## config.mk

```make
export PLATFORM = sky130hd
export DESIGN_NAME = fb_writer_flat
export DESIGN_NICKNAME = d
export VERILOG_FILES = /design/src/rtl/vga_pkg.sv /design/src/rtl/avalon_if.sv /design/src/rtl/fb_pattern.sv /design/src/rtl/fb_writer.sv /design/src/flat_wrapper.sv
export SDC_FILE = /design/constraint.sdc
export NUM_CORES = 1
export LEC_CHECK = 0
export CAP_MARGIN = 0
export CORE_MARGIN = 1.5
export CORE_UTILIZATION = 40
export CTS_CLUSTER_SIZE = 14
export DETAILED_ROUTE_END_ITERATION = 10
export DONT_BUFFER_PORTS = 1
export SYNTH_ARGS = -nofsm -noshare
export SYNTH_HDL_FRONTEND = slang
export SYNTH_SLANG_ARGS = --single-unit
```

## constraint.sdc

```tcl
create_clock -name sys_clk -period 6.1 [get_ports sys_clk]
set_input_delay 0.915 -clock sys_clk [delete_from_list [all_inputs] [get_ports sys_clk]]
set_output_delay 0.915 -clock sys_clk [all_outputs]
set_load 0.1 [all_outputs]
```

## src/rtl/vga_pkg.sv

```systemverilog
// Shared definitions for the framebuffer producer (fb_writer) and the display
// side (vga). Both ends use the same pixel layout and word format.
//   DEFAULT_HDISP/DEFAULT_VDISP : default active frame size
//   DEFAULT_BURSTSIZE           : default words per Avalon write burst
//   BURSTCOUNT_W                : width of the Avalon burstcount field
//   rgb_t                       : {R, G, B}, 8 bits each
//   pattern_t                   : test pattern selector
//   pixel_to_word               : framebuffer word {8'h00, R, G, B}
package vga_pkg;

    localparam int unsigned DEFAULT_HDISP     = 800;
    localparam int unsigned DEFAULT_VDISP     = 480;
    localparam int unsigned DEFAULT_BURSTSIZE = 16;
    localparam int unsigned BURSTCOUNT_W      = 8;

    typedef struct packed {
        logic [7:0] r;
        logic [7:0] g;
        logic [7:0] b;
    } rgb_t;

    typedef enum logic [1:0] {
        PatGrid     = 2'd0,
        PatBars     = 2'd1,
        PatSolid    = 2'd2,
        PatGradient = 2'd3
    } pattern_t;

    function automatic logic [31:0] pixel_to_word(input rgb_t rgb);
        return {8'h00, rgb};
    endfunction

endpackage

```

## src/rtl/avalon_if.sv

```systemverilog
// Avalon-MM bundle between a burst-capable host and the SDRAM interconnect.
//   clk, reset  : interface-level clock/reset (not used by fb_writer)
//   address     : byte address of the first beat of a burst
//   write/read  : transfer requests
//   writedata   : 32-bit write word, byteenable : byte lanes
//   burstcount  : beats in the burst, waitrequest : agent back-pressure
interface avalon_if;

    logic                            clk;
    logic                            reset;
    logic [31:0]                     address;
    logic                            write;
    logic                            read;
    logic [31:0]                     writedata;
    logic [3:0]                      byteenable;
    logic [vga_pkg::BURSTCOUNT_W-1:0] burstcount;
    logic                            waitrequest;

    modport host (
        input  clk,
        input  reset,
        input  waitrequest,
        output address,
        output write,
        output read,
        output writedata,
        output byteenable,
        output burstcount
    );

    modport agent (
        input  clk,
        input  reset,
        output waitrequest,
        input  address,
        input  write,
        input  read,
        input  writedata,
        input  byteenable,
        input  burstcount
    );

endinterface

```

## src/rtl/fb_pattern.sv

```systemverilog
// Combinational test-pattern generator: maps a pixel coordinate to a colour.
// Shared with the display-side self-test so both produce identical images.
//   x, y       : pixel coordinate (x < HDISP, y < VDISP)
//   pattern    : grid / colour bars / solid / gradient
//   solid_rgb  : colour used by the solid pattern
//   rgb        : resulting colour
// Requires HDISP >= 16 and VDISP >= 16 so the grid test can use the low nibble.
module fb_pattern
    import vga_pkg::*;
#(
    parameter int unsigned HDISP = DEFAULT_HDISP,
    parameter int unsigned VDISP = DEFAULT_VDISP,
    parameter int unsigned XW    = $clog2(HDISP),
    parameter int unsigned YW    = $clog2(VDISP)
) (
    input  logic [XW-1:0] x,
    input  logic [YW-1:0] y,
    input  pattern_t      pattern,
    input  rgb_t          solid_rgb,
    output rgb_t          rgb
);

    localparam int unsigned BAR_W = HDISP / 8;

    logic [XW-1:0] bar_full;
    logic [2:0]    bar;
    rgb_t          bar_rgb;

    always_comb begin
        bar_full = x / XW'(BAR_W);
        // When HDISP is not a multiple of 8 the last few columns fall past bar 7.
        bar      = (bar_full > XW'(7)) ? 3'd7 : bar_full[2:0];
        unique case (bar)
            3'd0:    bar_rgb = 24'hFFFFFF;
            3'd1:    bar_rgb = 24'hFFFF00;
            3'd2:    bar_rgb = 24'h00FFFF;
            3'd3:    bar_rgb = 24'h00FF00;
            3'd4:    bar_rgb = 24'hFF00FF;
            3'd5:    bar_rgb = 24'hFF0000;
            3'd6:    bar_rgb = 24'h0000FF;
            default: bar_rgb = 24'h000000;
        endcase
    end

    always_comb begin
        rgb = '0;
        unique case (pattern)
            PatGrid:     rgb = (x[3:0] == 4'd0 || y[3:0] == 4'd0) ? 24'hFFFFFF : 24'h000000;
            PatBars:     rgb = bar_rgb;
            PatSolid:    rgb = solid_rgb;
            PatGradient: rgb = {8'(x), 8'(y), 8'h00};
            default:     rgb = '0;
        endcase
    end

endmodule

```

## src/rtl/fb_writer.sv

```systemverilog
// Framebuffer writer: fills the SDRAM framebuffer with a generated test
// pattern in raster order using Avalon-MM write bursts of BURSTSIZE words.
//   sys_clk, sys_rst_n : system clock, synchronous active-low reset
//   start              : one-cycle frame request (ignored while busy)
//   continuous         : latched at start; restart after every frame
//   pattern, solid_rgb : latched at start; pattern select and solid colour
//   busy               : frame in progress
//   done               : one-cycle pulse in the gap after a frame's last beat
//   frame_count        : frames completed since reset (wraps)
//   avalon_ifh         : Avalon-MM host port (burst writes only)
module fb_writer
    import vga_pkg::*;
#(
    parameter int unsigned HDISP     = DEFAULT_HDISP,
    parameter int unsigned VDISP     = DEFAULT_VDISP,
    parameter int unsigned BURSTSIZE = DEFAULT_BURSTSIZE,
    parameter logic [31:0] BASE_ADDR = 32'h0000_0000
) (
    input  logic          sys_clk,
    input  logic          sys_rst_n,
    input  logic          start,
    input  logic          continuous,
    input  logic [1:0]    pattern,
    input  logic [23:0]   solid_rgb,
    output logic          busy,
    output logic          done,
    output logic [15:0]   frame_count,
    avalon_if.host        avalon_ifh
);

    localparam int unsigned XW          = $clog2(HDISP);
    localparam int unsigned YW          = $clog2(VDISP);
    localparam int unsigned BW          = $clog2(BURSTSIZE + 1);
    localparam logic [31:0] BURST_BYTES = 32'(4 * BURSTSIZE);
    localparam logic [31:0] LAST_ADDR   = BASE_ADDR + 32'(4 * HDISP * VDISP) - BURST_BYTES;

    typedef enum logic [1:0] {StIdle, StBurst, StGap} state_t;

    state_t                  state_q;
    logic [XW-1:0]           x_q;
    logic [YW-1:0]           y_q;
    logic [BW-1:0]           beat_q;
    logic [31:0]             addr_q;
    logic                    write_q;
    logic [31:0]             wdata_q;
    logic [BURSTCOUNT_W-1:0] bcount_q;
    logic                    busy_q;
    logic                    done_q;
    logic [15:0]             fcount_q;
    pattern_t                pat_q;
    rgb_t                    solid_q;
    logic                    cont_q;

    logic                    accept;
    logic                    x_last;
    logic                    y_last;
    logic                    beat_last;
    logic [XW-1:0]           x_nxt;
    logic [YW-1:0]           y_nxt;
    logic [XW-1:0]           pat_x;
    logic [YW-1:0]           pat_y;
    pattern_t                pat_sel;
    rgb_t                    pat_solid;
    rgb_t                    pat_rgb;

    always_comb begin
        accept    = write_q && !avalon_ifh.waitrequest;
        x_last    = (x_q == XW'(HDISP - 1));
        y_last    = (y_q == YW'(VDISP - 1));
        beat_last = (beat_q == BW'(BURSTSIZE - 1));
        x_nxt     = x_last ? '0 : x_q + XW'(1);
        y_nxt     = x_last ? (y_last ? '0 : y_q + YW'(1)) : y_q;
        // In IDLE the first word is built from the live inputs, since they are
        // only being latched on this edge; afterwards the latched copies are used
        // and the coordinate is the one that follows the beat being accepted.
        if (state_q == StIdle) begin
            pat_x     = x_q;
            pat_y     = y_q;
            pat_sel   = pattern_t'(pattern);
            pat_solid = rgb_t'(solid_rgb);
        end else begin
            pat_x     = x_nxt;
            pat_y     = y_nxt;
            pat_sel   = pat_q;
            pat_solid = solid_q;
        end
    end

    fb_pattern #(
        .HDISP (HDISP),
        .VDISP (VDISP)
    ) u_pattern (
        .x         (pat_x),
        .y         (pat_y),
        .pattern   (pat_sel),
        .solid_rgb (pat_solid),
        .rgb       (pat_rgb)
    );

    always_ff @(posedge sys_clk) begin
        if (!sys_rst_n) begin
            state_q  <= StIdle;
            x_q      <= '0;
            y_q      <= '0;
            beat_q   <= '0;
            addr_q   <= BASE_ADDR;
            write_q  <= 1'b0;
            wdata_q  <= '0;
            bcount_q <= '0;
            busy_q   <= 1'b0;
            done_q   <= 1'b0;
            fcount_q <= '0;
            pat_q    <= PatGrid;
            solid_q  <= '0;
            cont_q   <= 1'b0;
        end else begin
            done_q <= 1'b0;
            unique case (state_q)
                StIdle: begin
                    if (start) begin
                        pat_q    <= pattern_t'(pattern);
                        solid_q  <= rgb_t'(solid_rgb);
                        cont_q   <= continuous;
                        addr_q   <= BASE_ADDR;
                        bcount_q <= BURSTCOUNT_W'(BURSTSIZE);
                        beat_q   <= '0;
                        wdata_q  <= pixel_to_word(pat_rgb);
                        write_q  <= 1'b1;
                        busy_q   <= 1'b1;
                        state_q  <= StBurst;
                    end
                end
                StBurst: begin
                    if (accept) begin
                        // x/y wrap to (0,0) after the frame's last pixel, so the
                        // next word is already the first one of the next frame.
                        x_q     <= x_nxt;
                        y_q     <= y_nxt;
                        wdata_q <= pixel_to_word(pat_rgb);
                        if (beat_last) begin
                            beat_q  <= '0;
                            write_q <= 1'b0;
                            state_q <= StGap;
                            if (addr_q == LAST_ADDR) begin
                                done_q   <= 1'b1;
                                fcount_q <= fcount_q + 16'd1;
                            end
                        end else begin
                            beat_q <= beat_q + BW'(1);
                        end
                    end
                end
                StGap: begin
                    // done_q is high exactly in the gap that closes a frame.
                    if (done_q) begin
                        addr_q <= BASE_ADDR;
                        if (cont_q) begin
                            write_q <= 1'b1;
                            state_q <= StBurst;
                        end else begin
                            busy_q  <= 1'b0;
                            state_q <= StIdle;
                        end
                    end else begin
                        addr_q  <= addr_q + BURST_BYTES;
                        write_q <= 1'b1;
                        state_q <= StBurst;
                    end
                end
                default: state_q <= StIdle;
            endcase
        end
    end

    assign busy                  = busy_q;
    assign done                  = done_q;
    assign frame_count           = fcount_q;
    assign avalon_ifh.address    = addr_q;
    assign avalon_ifh.write      = write_q;
    assign avalon_ifh.read       = 1'b0;
    assign avalon_ifh.writedata  = wdata_q;
    assign avalon_ifh.byteenable = 4'hF;
    assign avalon_ifh.burstcount = bcount_q;

endmodule

```

## src/flat_wrapper.sv

```systemverilog
// flat-port wrapper written by rule: the top's interface ports become plain ports
module fb_writer_flat import vga_pkg::*;
#(
    parameter int unsigned HDISP     = DEFAULT_HDISP,
    parameter int unsigned VDISP     = DEFAULT_VDISP,
    parameter int unsigned BURSTSIZE = DEFAULT_BURSTSIZE,
    parameter logic [31:0] BASE_ADDR = 32'h0000_0000
)
  (sys_clk, sys_rst_n, start, continuous, pattern, solid_rgb, busy, done, frame_count, avalon_ifh_clk, avalon_ifh_reset, avalon_ifh_waitrequest, avalon_ifh_address, avalon_ifh_write, avalon_ifh_read, avalon_ifh_writedata, avalon_ifh_byteenable, avalon_ifh_burstcount);
  avalon_if avalon_ifh_i ();
  input  logic sys_clk;
  input  logic sys_rst_n;
  input  logic start;
  input  logic continuous;
  input  logic [1:0] pattern;
  input  logic [23:0] solid_rgb;
  output logic busy;
  output logic done;
  output logic [15:0] frame_count;
  input wire logic [$bits(avalon_ifh_i.clk)-1:0] avalon_ifh_clk;
  input wire logic [$bits(avalon_ifh_i.reset)-1:0] avalon_ifh_reset;
  input wire logic [$bits(avalon_ifh_i.waitrequest)-1:0] avalon_ifh_waitrequest;
  output wire logic [$bits(avalon_ifh_i.address)-1:0] avalon_ifh_address;
  output wire logic [$bits(avalon_ifh_i.write)-1:0] avalon_ifh_write;
  output wire logic [$bits(avalon_ifh_i.read)-1:0] avalon_ifh_read;
  output wire logic [$bits(avalon_ifh_i.writedata)-1:0] avalon_ifh_writedata;
  output wire logic [$bits(avalon_ifh_i.byteenable)-1:0] avalon_ifh_byteenable;
  output wire logic [$bits(avalon_ifh_i.burstcount)-1:0] avalon_ifh_burstcount;
  assign avalon_ifh_i.clk = avalon_ifh_clk;
  assign avalon_ifh_i.reset = avalon_ifh_reset;
  assign avalon_ifh_i.waitrequest = avalon_ifh_waitrequest;
  assign avalon_ifh_address = avalon_ifh_i.address;
  assign avalon_ifh_write = avalon_ifh_i.write;
  assign avalon_ifh_read = avalon_ifh_i.read;
  assign avalon_ifh_writedata = avalon_ifh_i.writedata;
  assign avalon_ifh_byteenable = avalon_ifh_i.byteenable;
  assign avalon_ifh_burstcount = avalon_ifh_i.burstcount;
  fb_writer #(.HDISP(HDISP), .VDISP(VDISP), .BURSTSIZE(BURSTSIZE), .BASE_ADDR(BASE_ADDR)) u_core (.sys_clk(sys_clk), .sys_rst_n(sys_rst_n), .start(start), .continuous(continuous), .pattern(pattern), .solid_rgb(solid_rgb), .busy(busy), .done(done), .frame_count(frame_count), .avalon_ifh(avalon_ifh_i));
endmodule
```

==> impl_metrics.tcl, run 1 <==
set metrics [dict create \
    peakVddDrop_mv 0.207 \
    wl_microns 17300 \
    n_fill_cell 1681 \
    hp-start "u_core.solid_q[14]$_SDFFE_PN0P_" \
    synth_top_area_share_pct 36.9 \
    first_pass_iters 5 \
    clk_pin_slew_ns 0.06 \
    p_sw_w 0.000739 \
    final_util_pct 44.7 \
    maxSlewHeadroom_pct 24.1 \
    cellPowerDensity_nw_per_um2 305 \
    status "finished clean" \
    switching_share_pct 33.0 \
    finalCritPeriodShare_pct 63.7 \
    htreeDepth 4 \
    syn_to_final_growth_pct 9.92 \
    finClkSkew_ns 0.0102 \
    ys_ff_latch 123 \
    syn_inst 864 \
    yosysUniqueCellTypes 71 \
    async_flop_share_pct 0 \
    share_seq_of_total_power_pct 44.6 \
    combPwrFrac_pct 10.1 \
    r2r_end "u_core.frame_count[15]$_SDFFE_PN0P_" \
    dieArea_sq_um 17500 \
    row_count 47 \
    postCtsSetupBuffers 0 \
    drtIter0Drc 447 \
    dp_slack_ns 2.22 \
    crit_type "reg -> reg" \
    min_period_ns 3.89 \
    rrSetupSlack_ns 2.21 \
    die_h_microns 132 \
    drive_gt1_share_pct 8.64 \
    worstSetupStartpointType "register" \
    hpwl_microns 11600 \
    overflow 0 \
    p_leak_nw 2.57 \
    dp.cells 1044 \
    viasPerCell 5.58 \
    holdPathStages 2 \
    synth_top_cell_by_area "dfxtp_1" \
    grt_use_total_pct 20.0 \
    fp.coreArea_sq_um 16400 \
    fin_ws_ns 2.21 \
    hold_class "reg -> reg" \
    worstSkewPairLatency_ns 0.42 \
    critical-path-slowest-cell "dfxtp_1" \
    timing.fmax_mhz 257 \
    required_ns 6.44 \
    tns_ns 0 \
    clock_sinks 123 \
    num_vias 6009 \
    multi_input_area_sq_um 3850 \
    ant_nets 0 \
    setup_viol 0 \
    crit_chain "nand4_1 > nor4b_1 > nand4_1 > nor4_2 > nand4_1 > or2_1 > or3_1 > a21oi_1" \
    max_cap_violations 0 \
    num-nets-final 881 \
    start_util_pct 40.6 \
    slew_viol_final 0 \
    path_common_cell "nand4_1" \
    fp.dieW_microns 132 \
    worstReg2RegStart "u_core.avalon_ifh.address[9]$_SDFFE_PN0P_" \
    rsz0062_at_grt "false" \
    worst_slew_pin_slew_ns 1.14 \
    worstPathArrival_ns 4.23 \
    cts_buffers 17 \
    internal-power_w 0.00150 \
    cts_tree "built" \
    gp_congestion 0.841 \
    syn_area_sq_um 6670 \
    synth_edf_count 0 \
    ys.flop_type "dfxtp_1" \
    ff2ff_path_depth 8 \
    grt_pass1_wl_microns 28400 \
    synth.avg_cell_area_sq_um 7.72 \
    cts_hold_buffers 0 \
    synth_seq_area_share_pct 36.9 \
    ctsResizeCount 0 \
    pwr-share-clk_pct 45.3 \
    grt_pass1_vias 5386 \
    grt_max_degree 48 \
    hold_violations 0 \
    slowest_delay_ns 1.05 \
    worst_setup_path_end_kind "register" \
    yosys_warnings 0 \
    regArea_sq_um 2460 \
    num_antenna_cells 0 \
    remaining_drc_errors 0 \
    final_cells 1076 \
    clock_path_buffers 2 \
    port_buffers 0 \
    wl_per_cell_microns 16.1 \
    synthTopCellsByArea "dfxtp_1 (37%), nand2_1 (8.2%), a21oi_1 (6.0%), nor2_1 (5.1%), xor2_1 (3.8%)" \
    hold_end "u_core.solid_q[14]$_SDFFE_PN0P_" \
    critical_path.max_fanout 6 \
    root_buffer "clkbuf_16" \
    antenna_found_initial 0 \
    ioPinCount 129 \
]
==> metrics by stage <==
| stage | cell area, sq um | total power, W | hold WS [ns] |
|---|---|---|---|
| 4_1_cts | 7330 | 0.00225 | 0.455 |
| 3_5_place_dp | 6740 | 0.00124 | 0.447 |
| 6_report | 7330 | 0.00224 | 0.452 |
| 3_3_place_gp | 6740 | 0.00124 | 0.443 |
| 5_1_grt | 7330 | 0.00231 | 0.471 |
| 2_1_floorplan | 6760 | 0.00121 | 0.432 |
==> area by class of cell <==
cell class,count,area share (%)
multi-input cells,677,52.5
flip-flops and latches,123,33.6
clock buffers,18,5.85
well taps,220,3.75
clock inverters,14,2.22
repair buffers,17,1.74
inverters,7,0.358
==> flip-flops by register name, indices dropped and copies added (netlist names), 2 cells and up <==
register                     flops
u_core.state_q                   2
u_core.avalon_ifh.writedata     24
u_core.x_q                      10
u_core.pat_q                     2
u_core.avalon_ifh.address       26
u_core.frame_count              16
u_core.y_q                       9
u_core.solid_q                  24
u_core.beat_q                    5
==> cell families (layout without fill, tap and decap cells) <==
kind of cell               after synthesis  in the layout  synth area share [%]
AOI/OAI and AO/OA                      210            210                  21.0
and+or+nand+nor                        382            382                  26.8
xor gates and xnor gates                45             45                  6.02
adders and majority gates                5              5                 0.938
buffers and inverters                   88             56                  6.85
muxes                                    9              9                  1.35
other                                    2             26                 0.113
DFF                                    123            123                  36.9
==> how the worst max path moves through the flow <==
| stage | startpoint | end | slack [ns] | cells after the start |
|---|---|---|---|---|
| 4_1_cts | u_core.avalon_ifh.address[9]$_SDFFE_PN0P_ | u_core.frame_count[15]$_SDFFE_PN0P_ | 2.19 | 8 |
| 6_report | u_core.avalon_ifh.address[9]$_SDFFE_PN0P_ | u_core.frame_count[15]$_SDFFE_PN0P_ | 2.21 | 8 |
| 3_5_place_dp | u_core.avalon_ifh.address[9]$_SDFFE_PN0P_ | u_core.frame_count[11]$_SDFFE_PN0P_ | 2.22 | 8 |
| 2_1_floorplan | u_core.avalon_ifh.address[6]$_SDFFE_PN0P_ | u_core.frame_count[11]$_SDFFE_PN0P_ | 2.68 | 9 |
| 5_1_grt | u_core.avalon_ifh.address[9]$_SDFFE_PN0P_ | u_core.frame_count[15]$_SDFFE_PN0P_ | 1.91 | 8 |
| 3_3_place_gp | u_core.avalon_ifh.address[9]$_SDFFE_PN0P_ | u_core.frame_count[15]$_SDFFE_PN0P_ | 2.22 | 8 |
==> synth_stat cells, drive strengths merged (13+ instances only) <==
library cell,instances
a21oi,80
and3,18
buf,45
clkbuf,36
dfxtp,123
nand2,146
nand3,36
nand4,17
nor2,91
nor3,18
o21ai,47
o221a,16
or3,13
xnor2,15
xor2,30
==> metal layers <==
metal / track usage [%] / up-vias / routed length [microns]
met2: 30.9 / 163 / 7850
li1: - / 2976 / -
met5: 0 / - / 0
met3: 5.65 / 22 / 1010
met4: 7.78 / 0 / 301
met1: 26.4 / 2848 / 8120
==> critical path, delay by kind of cell (launching register included) <==
family | cells | cell delay, ns
compound gates | 1 | 0.14
simple gates | 7 | 2.62
flops | 1 | 1.05
==> power by group through the flow <==
stage	Sequential [W]	Clock, W	Combinational [W]
2_1_floorplan	0.00101	0	0.000205
3_3_place_gp	0.00102	0	0.000225
3_5_place_dp	0.00102	0	0.000225
4_1_cts	0.00100	0.00103	0.000226
5_1_grt	0.00100	0.00107	0.000244
6_report	0.00100	0.00101	0.000225
==> cells in the final DEF, fill, tap and decap left out, drive strengths merged, types with 3 or more instances in the layout <==
cell type  count
nand4         17
nor3          18
o2111ai        4
nor2          91
and3          18
a221oi         3
a31oi         10
dfxtp        123
nand3         36
a21oi         80
clkinv         3
nand2b         4
xor2          30
o221a         16
a311oi        12
clkbuf        18
mux2i          9
clkinvlp       4
a211oi        11
o211ai         3
inv           12
nor4b          3
o21ai         47
nor4          10
buf           17
conb          26
ha             5
nor2b          7
or3           13
xnor2         15
nand2        146
and2          10
or2            3
and4           3
Note: power is estimated with default switching activity, not from simulation.
==> inputs of run 2 (changes only) <==
==> constraint.sdc (replaced) <==
create_clock -name sys_clk -period 3.9 [get_ports sys_clk]
set_input_delay 0.585 -clock sys_clk [delete_from_list [all_inputs] [get_ports sys_clk]]
set_output_delay 0.585 -clock sys_clk [all_outputs]
set_load 0.1 [all_outputs]
==> impl_metrics.tcl, run 2 (same netlist as run 1, synthesis figures left out) <==
set metrics [dict create \
    max_cap_violations 0 \
    hold_class "in -> reg" \
    grt_use_total_pct 20.6 \
    cellPowerDensity_nw_per_um2 443 \
    num_antenna_cells 0 \
    fp.dieW_microns 132 \
    postCtsSetupBuffers 0 \
    overflow 0 \
    worstSkewPairLatency_ns 0.42 \
    drive_gt1_share_pct 13.6 \
    cts_tree "built" \
    final_common_cell "nand2_1" \
    ff2ff_path_depth 9 \
    fp.coreArea_sq_um 16400 \
    setup_viol 0 \
    n_fill_cell 1656 \
    hpwl_microns 12500 \
    cts_hold_buffers 0 \
    crit_type "reg -> reg" \
    final_cell_mix "nand2_1 (146), dfxtp_1 (123), nor2_1 (90)" \
    worstSetupStartpointType "register" \
    finClkSkew_ns 0.0119 \
    start_util_pct 40.6 \
    worst_setup_path_end_kind "register" \
    ioPinCount 129 \
    gp_congestion 0.856 \
    holdWs_ns 0.295 \
    clock_path_buffers 2 \
    largest_register_ffs 26 \
    syn_to_final_growth_pct 14.7 \
    first_pass_iters 5 \
    dieArea_sq_um 17500 \
    required_ns 4.17 \
    row_count 47 \
    holdPathStages 2 \
    worst_slew_pin_slew_ns 1.12 \
    port_buffers 0 \
    min_period_ns 3.61 \
    postLayoutCellArea_sq_um 7650 \
    num-nets-final 930 \
    root_buffer "clkbuf_16" \
    final_util_pct 46.6 \
    fin_ws_ns 0.289 \
    cts_buffers 17 \
    p_leak_nw 2.81 \
    ant_nets 0 \
    placed_area_sq_um 7100 \
    finalCritPeriodShare_pct 92.6 \
    hold_violations 0 \
    wl_microns 17900 \
    status "finished clean" \
    critical_path.max_fanout 12 \
    grt_pass1_vias 5698 \
    tns_ns 0 \
    rsz0062_at_grt "false" \
    maxSlewHeadroom_pct 25.4 \
    remaining_drc_errors 0 \
    wl_per_cell_microns 15.9 \
    die_h_microns 132 \
    viasPerCell 5.56 \
    clk_pin_slew_ns 0.05 \
    slew_viol_final 0 \
    antenna_found_initial 0 \
    num_vias 6253 \
    clock_sinks 123 \
    grt_max_degree 38 \
    ctsResizeCount 0 \
    timing.fmax_mhz 277 \
    drtIter0Drc 492 \
    peakVddDrop_mv 0.295 \
    htreeDepth 4 \
    worstPathArrival_ns 3.88 \
    dp_slack_ns 0.506 \
    grt_pass1_wl_microns 29100 \
]
[run 2: cell count changes in the layout (fill, tap and decap cells not counted), sizes merged]
cell / before / now
buf: 17 / 66
clkbuf: 18 / 19
bufinv: 2 / 0
clkinv: 3 / 6
inv: 12 / 10
[run 2: worst paths after layout]
check	startpoint	to	slack [ns]
max	u_core.x_q[0]$_SDFFE_PN0P_	u_core.avalon_ifh.writedata[4]$_SDFFE_PN0P_	0.29
min	sys_rst_n	u_core.x_q[8]$_SDFFE_PN0P_	0.30
max reg2reg	u_core.x_q[0]$_SDFFE_PN0P_	u_core.avalon_ifh.writedata[4]$_SDFFE_PN0P_	0.29
min reg2reg	u_core.solid_q[14]$_SDFFE_PN0P_	u_core.solid_q[14]$_SDFFE_PN0P_	0.46
[run 2: final cells by class]
cell class,instances,area (sq um),area share (%)
multi-input cells,677,3840,50.2
flip-flops and latches,123,2460,32.2
repair buffers,66,495,6.48
clock buffers,19,453,5.92
well taps,220,275,3.60
clock inverters,13,93.8,1.23
inverters,7,26.3,0.343
[run 2: per-layer routing]
| metal | share of wire [%] | GRT usage, % | vias to the layer above |
|---|---|---|---|
| met5 | 0 | 0 | - |
| li1 | - | - | 3074 |
| met4 | 1.7 | 6.85 | 0 |
| met2 | 46 | 33.0 | 193 |
| met1 | 46 | 26.8 | 2959 |
| met3 | 6.0 | 5.69 | 27 |
[run 2: per-stage QoR]
stage,std cells,total power [W]
finish,1125,0.00339
global route,1125,0.00350
CTS,1125,0.00341
detailed placement,1093,0.00196
global placement,1093,0.00195
floorplan,888,0.00190
[run 2: where the power goes]
group | total [W] | leakage, nW | internal, W | switching [W]
clock | 0.00145 | 0.262 | 0.000847 | 0.000606
sequential | 0.00155 | 1.00 | 0.00131 | 0.000248
combinational | 0.000377 | 1.55 | 0.0000942 | 0.000283
total | 0.00339 | 2.81 | 0.00225 | 0.00114
[run 2: worst max-delay path, cell delays in order (launching register included)]
cell	delay, ns
dfxtp_1	0.50
ha_1	0.30
and4_4	0.36
a41oi_4	0.14
or3_1	0.52
a2111oi_0	0.66
a31oi_1	0.16
a22o_1	0.29
o211ai_2	0.41
a21oi_1	0.12
==> inputs of run 3 (changes only) <==
==> constraint.sdc (replaced) <==
create_clock -name sys_clk -period 3.4 [get_ports sys_clk]
set_input_delay 0.51 -clock sys_clk [delete_from_list [all_inputs] [get_ports sys_clk]]
set_output_delay 0.51 -clock sys_clk [all_outputs]
set_load 0.1 [all_outputs]
==> impl_metrics.tcl, run 3 (same netlist as run 1, synthesis figures left out) <==
set metrics [dict create \
    grt_max_degree 40 \
    drtIter0Drc 451 \
    dp.cells 1104 \
    final_common_cell "nand2_1" \
    root_buffer "clkbuf_16" \
    required_ns 3.75 \
    syn_to_final_growth_pct 16.7 \
    setup_viol 0 \
    viasPerCell 5.44 \
    final_util_pct 47.4 \
    max_cap_violations 0 \
    ioPinCount 129 \
    slowest_delay_ns 0.39 \
    grt_pass1_vias 5595 \
    finalCritPeriodShare_pct 93.2 \
    gp_congestion 0.839 \
    worstReg2RegStart "u_core.x_q[0]$_SDFFE_PN0P_" \
    slew_viol_final 0 \
    largest_register_ffs 26 \
    worst_slew_pin_slew_ns 1.04 \
    rrSetupSlack_ns 0.23 \
    port_buffers 0 \
    critical_path.max_fanout 12 \
    min_period_ns 3.17 \
    antenna_found_initial 0 \
    hold_class "in -> reg" \
    cellPowerDensity_nw_per_um2 515 \
    path_common_cell "buf_4" \
    start_util_pct 40.6 \
    clock_sinks 123 \
    crit_start "u_core.x_q[0]$_SDFFE_PN0P_" \
    maxSlewHeadroom_pct 30.7 \
    cts_hold_buffers 0 \
    die_h_microns 132 \
    row_count 47 \
    finClkSkew_ns 0.00705 \
    worstSkewPairLatency_ns 0.42 \
    num_antenna_cells 0 \
    timing.fmax_mhz 316 \
    fin_ws_ns 0.233 \
    overflow 0 \
    critical-path-slowest-cell "a22oi_1" \
    clk_pin_slew_ns 0.06 \
    dp_slack_ns 0.216 \
    worstSetupStartpointType "register" \
    hold_violations 0 \
    num_vias 6182 \
    cp_top_family "compound AO/OA/AOI/OAI gates" \
    path_buf_inv 2 \
    hpwl_microns 12400 \
    ant_nets 0 \
    final_cell_mix "nand2_1 (146), dfxtp_1 (121), nor2_1 (90)" \
    htreeDepth 4 \
    crit_type "reg -> reg" \
    crit_chain "ha_1 > and4_4 > and3_1 > buf_4 > a311oi_2 > nand2b_1 > o221ai_1 > a22oi_1 > a22o_1 > o211ai_2 > buf_4 > a21oi_1" \
    rsz0062_at_grt "false" \
    holdWs_ns 0.213 \
    cts_tree "built" \
    remaining_drc_errors 0 \
    drive_gt1_share_pct 14.8 \
    p_leak_nw 2.90 \
    final_cells 1136 \
    fp.coreArea_sq_um 16400 \
    num-nets-final 941 \
    dieArea_sq_um 17500 \
    peakVddDrop_mv 0.340 \
    cts_buffers 17 \
    grt_use_total_pct 20.4 \
    tns_ns 0 \
    status "finished clean" \
    clock_path_buffers 2 \
    fp.dieW_microns 132 \
    first_pass_iters 5 \
    wl_microns 17800 \
    hp-start "sys_rst_n" \
    grt_pass1_wl_microns 29100 \
    worst_setup_path_end_kind "register" \
    worstPathArrival_ns 3.51 \
    wl_per_cell_microns 15.6 \
]
run 3: cell count changes in the layout (fill, tap and decap cells not counted), moves of 2 or more:
cell and change:
inv_6 -2, clkinvlp_4 -2, buf_4 +11, dfxtp_2 +2, dfxtp_1 -2, bufinv_16 +2
run 3: layout make-up:
class | count | area (sq um)
sequential | 123 | 2460
timing repair buffer | 77 | 578
clock buffer | 21 | 470
multi-input combinational | 677 | 3850
inverter | 7 | 26.3
fill | 1655 | 8630
tap | 220 | 275
clock inverter | 11 | 118
run 3: path summary, 6_finish.rpt:
| path | cells after the start | endpoint |
|---|---|---|
| setup / recovery | 12 | u_core.avalon_ifh.writedata[0]$_SDFFE_PN0P_ |
| hold / removal | 1 | u_core.frame_count[8]$_SDFFE_PN0P_ |
| hold reg to reg | 2 | u_core.solid_q[23]$_SDFFE_PN0P_ |
| setup reg to reg | 12 | u_core.avalon_ifh.writedata[0]$_SDFFE_PN0P_ |
run 3: where the power goes:
part	internal [W]	switching, W	leakage (nW)
logic	0.000107	0.000319	1.61
clock network	0.00113	0.000666	0.289
registers	0.00150	0.000283	1.00
run 3: repair_timing:
action | CTS | global route
resized for setup | 0 | 1
setup endpoints to repair | 0 | 5
buffers inserted | 0 | 0
run 3: routing by layer:
| metal | wire, microns | global-route usage (%) | vias to the layer above |
|---|---|---|---|
| li1 | - | - | 3102 |
| met1 | 8290 | 26.7 | 2902 |
| met2 | 8250 | 33.3 | 160 |
| met3 | 1020 | 5.15 | 18 |
| met4 | 211 | 5.62 | 0 |
| met5 | 0 | 0 | - |
run 3: metrics by stage:
step | area (sq um) | total power [W]
2_1_floorplan | 6760 | 0.00218
4_1_cts | 7780 | 0.00404
5_1_grt | 7780 | 0.00414
3_5_place_dp | 7190 | 0.00224
6_report | 7780 | 0.00401
3_3_place_gp | 7190 | 0.00224
